### src/rtl/sequenciador_sensores_param.sv
// Sequencer for the sensor measure / serial report / reply receive cycle.
// Adds continuous mode, a reception timeout with error exit, and abort.
module sequenciador_sensores_param #(
  parameter int N_SENSORES     = 3,
  parameter int N_BYTES        = 4,
  parameter int N_RX           = 3,
  parameter int CICLOS_ESPERA  = 50000000,
  parameter int CICLOS_TIMEOUT = 100000000,
  localparam int SW = (N_SENSORES > 1) ? $clog2(N_SENSORES) : 1,
  localparam int BW = (N_BYTES > 1) ? $clog2(N_BYTES) : 1,
  localparam int RW = (N_RX > 1) ? $clog2(N_RX) : 1
) (
  input  logic          clock,
  input  logic          reset,
  input  logic          jogar,
  input  logic          parar,
  input  logic          modo_continuo,
  input  logic          pronto_serial,
  input  logic          pronto_recepcao,
  output logic          medir,
  output logic          partida_tx,
  output logic [SW-1:0] sel_sensor,
  output logic [BW-1:0] sel_byte,
  output logic [RW-1:0] idx_rx,
  output logic          pronto,
  output logic          erro_timeout,
  output logic [3:0]    db_estado
);

  localparam int TW = (CICLOS_ESPERA > 1) ? $clog2(CICLOS_ESPERA) : 1;
  localparam int OW = (CICLOS_TIMEOUT > 1) ? $clog2(CICLOS_TIMEOUT) : 1;

  localparam logic [SW-1:0] S_LAST = SW'(N_SENSORES - 1);
  localparam logic [BW-1:0] B_LAST = BW'(N_BYTES - 1);
  localparam logic [RW-1:0] R_LAST = RW'(N_RX - 1);
  localparam logic [TW-1:0] T_LAST = TW'(CICLOS_ESPERA - 1);
  localparam logic [OW-1:0] O_LAST = OW'(CICLOS_TIMEOUT - 1);

  typedef enum logic [3:0] {
    INICIAL   = 4'd0,
    MEDIR     = 4'd1,
    ESPERA    = 4'd2,
    ENVIA     = 4'd3,
    ESPERA_TX = 4'd4,
    PROX_TX   = 4'd5,
    ESPERA_RX = 4'd6,
    PROX_RX   = 4'd7,
    FINAL     = 4'd8,
    ERRO      = 4'd9
  } estado_t;

  estado_t       estado_q;
  logic [TW-1:0] tim_q;
  logic [OW-1:0] tmo_q;
  logic [SW-1:0] sens_q;
  logic [BW-1:0] byte_q;
  logic [RW-1:0] rx_q;
  logic          erro_q;

  always_ff @(posedge clock) begin
    if (reset) begin
      estado_q <= INICIAL;
      tim_q    <= '0;
      tmo_q    <= '0;
      sens_q   <= '0;
      byte_q   <= '0;
      rx_q     <= '0;
      erro_q   <= 1'b0;
    end else if (parar && estado_q != INICIAL) begin
      // abort keeps the error flag so the host can still read it
      estado_q <= INICIAL;
      tim_q    <= '0;
      tmo_q    <= '0;
      sens_q   <= '0;
      byte_q   <= '0;
      rx_q     <= '0;
    end else begin
      case (estado_q)
        INICIAL: begin
          tim_q  <= '0;
          tmo_q  <= '0;
          sens_q <= '0;
          byte_q <= '0;
          rx_q   <= '0;
          if (jogar) estado_q <= MEDIR;
        end
        MEDIR: begin
          erro_q   <= 1'b0;
          estado_q <= ESPERA;
        end
        ESPERA: begin
          if (tim_q == T_LAST) begin
            tim_q    <= '0;
            estado_q <= ENVIA;
          end else begin
            tim_q <= tim_q + TW'(1);
          end
        end
        ENVIA: estado_q <= ESPERA_TX;
        ESPERA_TX: begin
          if (pronto_serial) estado_q <= PROX_TX;
        end
        PROX_TX: begin
          if (byte_q != B_LAST) begin
            byte_q   <= byte_q + BW'(1);
            estado_q <= ENVIA;
          end else begin
            byte_q <= '0;
            if (sens_q != S_LAST) begin
              sens_q   <= sens_q + SW'(1);
              estado_q <= ENVIA;
            end else begin
              sens_q   <= '0;
              tmo_q    <= '0;
              estado_q <= ESPERA_RX;
            end
          end
        end
        ESPERA_RX: begin
          // a reception on the terminal cycle beats the timeout
          if (pronto_recepcao) begin
            estado_q <= PROX_RX;
          end else if (tmo_q == O_LAST) begin
            estado_q <= ERRO;
          end else begin
            tmo_q <= tmo_q + OW'(1);
          end
        end
        PROX_RX: begin
          tmo_q <= '0;
          if (rx_q != R_LAST) begin
            rx_q     <= rx_q + RW'(1);
            estado_q <= ESPERA_RX;
          end else begin
            rx_q     <= '0;
            estado_q <= FINAL;
          end
        end
        FINAL: estado_q <= modo_continuo ? MEDIR : INICIAL;
        ERRO: begin
          erro_q   <= 1'b1;
          tim_q    <= '0;
          tmo_q    <= '0;
          sens_q   <= '0;
          byte_q   <= '0;
          rx_q     <= '0;
          estado_q <= INICIAL;
        end
        default: begin
          tim_q    <= '0;
          tmo_q    <= '0;
          sens_q   <= '0;
          byte_q   <= '0;
          rx_q     <= '0;
          estado_q <= INICIAL;
        end
      endcase
    end
  end

  assign medir        = (estado_q == MEDIR);
  assign partida_tx   = (estado_q == ENVIA);
  assign pronto       = (estado_q == FINAL);
  assign sel_sensor   = sens_q;
  assign sel_byte     = byte_q;
  assign idx_rx       = rx_q;
  assign erro_timeout = erro_q;
  assign db_estado    = estado_q;

endmodule

### config.mk
export PLATFORM = sky130hd
export DESIGN_NAME = sequenciador_sensores_param
export DESIGN_NICKNAME = d
export VERILOG_FILES = /design/src/rtl/sequenciador_sensores_param.sv
export SDC_FILE = /design/constraint.sdc
export NUM_CORES = 1
export LEC_CHECK = 0
export ABC_CLOCK_PERIOD_IN_PS = 2200
export BUFFER_PORTS_ARGS = -buffer_cell sky130_fd_sc_hd__buf_2
export CAP_MARGIN = 10
export CORE_ASPECT_RATIO = 1.2
export CORE_MARGIN = 4
export CORE_UTILIZATION = 45
export CTS_BUF_LIST = sky130_fd_sc_hd__clkbuf_4
export DETAILED_ROUTE_END_ITERATION = 12
export PLACE_DENSITY = 0.66
export SLEW_MARGIN = 20
export SYNTH_ARGS = -nofsm -noshare
export SYNTH_HDL_FRONTEND = slang
export SYNTH_SLANG_ARGS = --single-unit
### constraint.sdc
create_clock -name clock -period 2.2 [get_ports clock]
set_input_delay 0.33 -clock clock [delete_from_list [all_inputs] [get_ports clock]]
set_output_delay 0.33 -clock clock [all_outputs]
set_load 0.01 [all_outputs]
# == Yosys cells after proc, flatten, opt, wreduce, memory -nomap -nowiden ==
# Cells that the tools add are included.
# Widths: inputs -> output; s select.
# totals
regBits,64
output_inout_bits,14
# op_classes
n_addsub,5
eq_ne,22
mux,25
bitwise_logic,3
reduce_logical,13
# ops
operator,n
$mux 27,4
$pmux 27 s3,1
$pmux 26 s2,1
$pmux 4 s9,1
$add 27x1->27 const B,1
$eq 27x27->1 const B,1
$add 26x1->26 const B,1
$eq 26x26->1 const B,1
$mux 26,1
$mux 4,6
$reduce_or 7->1,3
$ne 2x2->1 const B,10
$eq 4x3->1 const B,4
$pmux 2 s2,3
$eq 4x2->1 const B,2
$eq 4x4->1 const B,2
$mux 2,4
$add 2x1->2 const B,3
$mux 3,2
$reduce_and 5->1,1
$reduce_or 5->1,1
$eq 4x1->1 const B,1
$logic_not 4->1,1
$reduce_and 2->1,2
other kinds (9),11

# == Longest topological paths before layout ==
# depth
word_depth,4
mapped_depth,7
depth_no_buf,6

# == Worst setup path after synthesis ==
# No wires, ideal clock.
# synth_path
kind,reg2reg
startpoint,"reg estado_q[0], in the netlist db_estado[0]"
endpoint,reg tim_q[17]
arrival_time_ns,1.889
path_slack_ns,0.179
path_stages_with_launch,7
path_buffers,1
period_less_slack_ns,2.021
cell_sequence,dfxtp_1 > nor4b_1 > or4_1 > buf_2 > nor3_1 > xnor2_1 > nor3_1
# synth_via
elab_chain_len,3
# synth_lines
item,line_no,rtl
start: declaration,52,estado_t estado_q;
start signal: assignment,139,FINAL: estado_q <= modo_continuo ? MEDIR : INICIAL;
$eq 4x4->1 *,-,
net pronto,25,"output logic pronto,"
$reduce_or 7->1 (no line) *,-,
$pmux 26 s2,78,case (estado_q)
end signal: assignment,96,tim_q <= tim_q + TW'(1);
end: declaration,53,logic [TW-1:0] tim_q;
# Mark *: on every way through the listed nets, which the timed path passes. The rest lies on a longest branch.
# A chain may end at the register's enable or synchronous reset.

# == Final worst setup path ==
# layout_path
startpoint,"reg estado_q[0], in the netlist db_estado[0]"
endpoint,reg tmo_q[20]
# layout_via
elab_chain_len,4
# layout_lines
item,line_no,rtl
$eq 4x1->1 (tied with other cells),78,
$reduce_or 5->1 (no line),-,
$not 1->1 (no line),-,
$reduce_and 5->1 (no line),-,
end signal: assignment,126,tmo_q <= tmo_q + OW'(1);
end: declaration,54,logic [OW-1:0] tmo_q;
# Parallel ways exist; a longest one is shown, timed or not.

==> metrics <==
status complete, no violations; worst reg2reg path endpoint tmo_q[20]$_SDFFE_PP0P_; largest net degree at the start of global routing 30; Iter 0 DRT Violations 234; first-pass GRT wire length 15,700 um; critical path class flop to flop; Syn. warnings 0; Max transition margin 0.669; Clk Latency, worst-skew pair 0.43 ns; most frequent cells in the layout 62 x dfxtp_1, 51 x nor3_1, 37 x buf_4; total power 0.00234 W; Cell Pwr Density 563 nW/um^2; Most Crowded Layer GR met2; Hold Buf Count CTS 0; starting density of the core 0.465; Area Growth Syn to Fin 15.5%; Core Area 7750 um^2; H-tree depth 3; Mapped Nets 466; synthesized area 3600 um^2; Post-Syn Area per Cell 7.90 um^2; flops & latches, synth 64; Tot GR Track Use 0.207; hpwl dp 6740 um; vias 3,625; sequential fraction of the synthesis area 0.356; commonest non-fill, non-tap cell in the layout dfxtp_1; Data arrival, critical path 2.43 ns; post-route ant nets 0; Hold Path Sink erro_timeout$_SDFFE_PP0P_; Hold WC Path Type primary input to flop; CTS Buf Count 9; Post-synth EDFFs 0; final setup vio count 0; Final Cycle Share 0.953; M3 GR Usage 0.0566; vias per cell 6.09; Post-Synthesis Cells 456; Hold Fails Final Rpt 0; CP Data Required Time 2.53 ns; I/O pin cnt 21; clk slew on worst S/H paths 0.12 ns; met2 usage 0.322; leakage 1.36 nW; die area 9500 um^2; hold path startpoint reset; Worst Setup Start Kind flop; Synth Flop Type dfxtp_1; Post-synth ARST share 0; port bufs 20; Crit. End Element flop; min cycle time layout 2.10 ns; GRT overflow 0; Sink Count 64; WL per Instance 15.7 um; die width 89.7 um; Clock Tree Root clkbuf_4; initial antenna violation count 0; RSZ-0062 raised after global routing no; maximum capacitance violations 0; reg-to-reg slack, setup 0.10 ns; nets 508; Clock Skews 0.0183 ns; postcts setup bufs 0; Util after Layout 0.536; measured slew at the worst slew-check pin 0.495 ns; clock tree buffer depth 2; Antenna diodes 0; CTS tree done; synth unique cells 60; Remaining DRCs 0; grt met1 use 0.270; chip height 106 um; TritonRoute pass-1 iters 5; worst reg2reg path startpoint db_estado[0]$_SDFFE_PP0P_; # fillers 711; FMAX 477 MHz; maximum VDD drop 0.000310 V; ratio of cells with drive above 1 in the final layout 0.179; hold path depth 2; worst-path maximum fanout 16; Final Wtd Congestion 0.926; vias in the first global route 3,354; total wire length 9330 um; r2r worst-path depth 5; Rows 35; fin. max-slew vios 0
[layout make-up]
type | count | area, um^2 | area share
Timing Repair Buffer | 57 | 378 | 0.0909
Clock buffer | 9 | 67.6 | 0.0163
Sequential cell | 64 | 1280 | 0.309
Tap cell | 92 | 115 | 0.0277
Multi-Input combinational cell | 347 | 2170 | 0.522
Inverter | 19 | 71.3 | 0.0172
Clock inverter | 7 | 72.6 | 0.0175
[report_power, final]
group,internal [W],switching [W],leakage (nW)
Clock,0.000346,0.000468,0.0735
Sequential,0.00117,0.0000137,0.517
Combinational,0.000116,0.000229,0.773
Total,0.00163,0.000711,1.36
[flip-flops by register name (all words and copies together) (netlist names)]
signal	cells
sel_sensor	2
idx_rx	2
tim_q	26
db_estado	4
sel_byte	2
erro_timeout	1
tmo_q	27
[through the flow]
| stage | cell area [um^2] | hold slack [ns] | cells | setup slack, ns | TNS, ns |
|---|---|---|---|---|---|
| detailed placement | 3980 | 0.476 | 579 | -0.0686 | -0.134 |
| floorplan | 3600 | 0.402 | 456 | 0.179 | 0 |
| finish | 4160 | 0.128 | 595 | 0.103 | 0 |
| global route | 4160 | 0.107 | 595 | 0.00783 | 0 |
| global placement | 3980 | 0.477 | 579 | -0.0521 | -0.106 |
| CTS | 4120 | 0.107 | 595 | 0.0745 | 0 |
[how the worst max path moves through the flow]
stage	startpoint	endpoint	slack (ns)
floorplan	db_estado[0]$_SDFFE_PP0P_	tim_q[17]$_SDFFE_PP0N_	0.18
finish	db_estado[0]$_SDFFE_PP0P_	tmo_q[20]$_SDFFE_PP0P_	0.10
global route	db_estado[0]$_SDFFE_PP0P_	tmo_q[25]$_SDFFE_PP0P_	0.008
detailed placement	tmo_q[20]$_SDFFE_PP0P_	tmo_q[7]$_SDFFE_PP0P_	-0.07
CTS	db_estado[1]$_SDFFE_PP0P_	tmo_q[15]$_SDFFE_PP0P_	0.07
global placement	tmo_q[20]$_SDFFE_PP0P_	tmo_q[7]$_SDFFE_PP0P_	-0.05
[cell usage after synthesis, types with 3 or more instances]
| cell type | count | share of area |
|---|---|---|
| and4_1 | 5 | 0.012 |
| mux2i_1 | 3 | 0.0083 |
| nor4_1 | 6 | 0.010 |
| inv_1 | 19 | 0.020 |
| a21oi_1 | 23 | 0.032 |
| nand3_1 | 23 | 0.032 |
| a31oi_1 | 7 | 0.012 |
| nand4_1 | 22 | 0.038 |
| dfxtp_1 | 64 | 0.36 |
| o211ai_1 | 9 | 0.019 |
| nor3_1 | 51 | 0.071 |
| nand2_1 | 34 | 0.035 |
| nand2b_1 | 5 | 0.0087 |
| clkbuf_1 | 10 | 0.010 |
| nor4b_1 | 6 | 0.015 |
| a311oi_1 | 6 | 0.015 |
| and3_1 | 8 | 0.014 |
| buf_2 | 10 | 0.014 |
| ha_1 | 3 | 0.010 |
| buf_1 | 4 | 0.0042 |
| or4_1 | 12 | 0.025 |
| o21ai_0 | 13 | 0.018 |
| o31ai_1 | 3 | 0.0063 |
| nor2_1 | 33 | 0.034 |
| xnor2_1 | 22 | 0.054 |
| or3_1 | 7 | 0.012 |
| a2bb2oi_1 | 3 | 0.0073 |
[critical path: stages, from the launching register on]
cell and delay, ns:
dfxtp_1 0.37, or4_4 0.58, a21o_1 0.24, buf_4 0.21, or4_1 0.51, o211ai_1 0.09
[kinds of logic after synthesis]
| logic type | share of synthesized area |
|---|---|
| adders and majority gates | 0.0104 |
| and+or+nand+nor | 0.351 |
| muxes | 0.0115 |
| xor gates and xnor gates | 0.0584 |
| DFF | 0.356 |
| AOI/OAI and AO/OA | 0.161 |
| buffers and inverters | 0.0518 |
[metal layers]
layer	part of all wire	vias to the layer above
met5	0	-
met4	0.027	0
met3	0.052	31
met2	0.48	100
met1	0.44	1698
li1	-	1796
[repair_timing]
action,in CTS,in global routing
gates resized for setup,1,9
endpoints found under the setup margin,3,15
pin swaps,0,1
(Power assumes the default switching activity.)
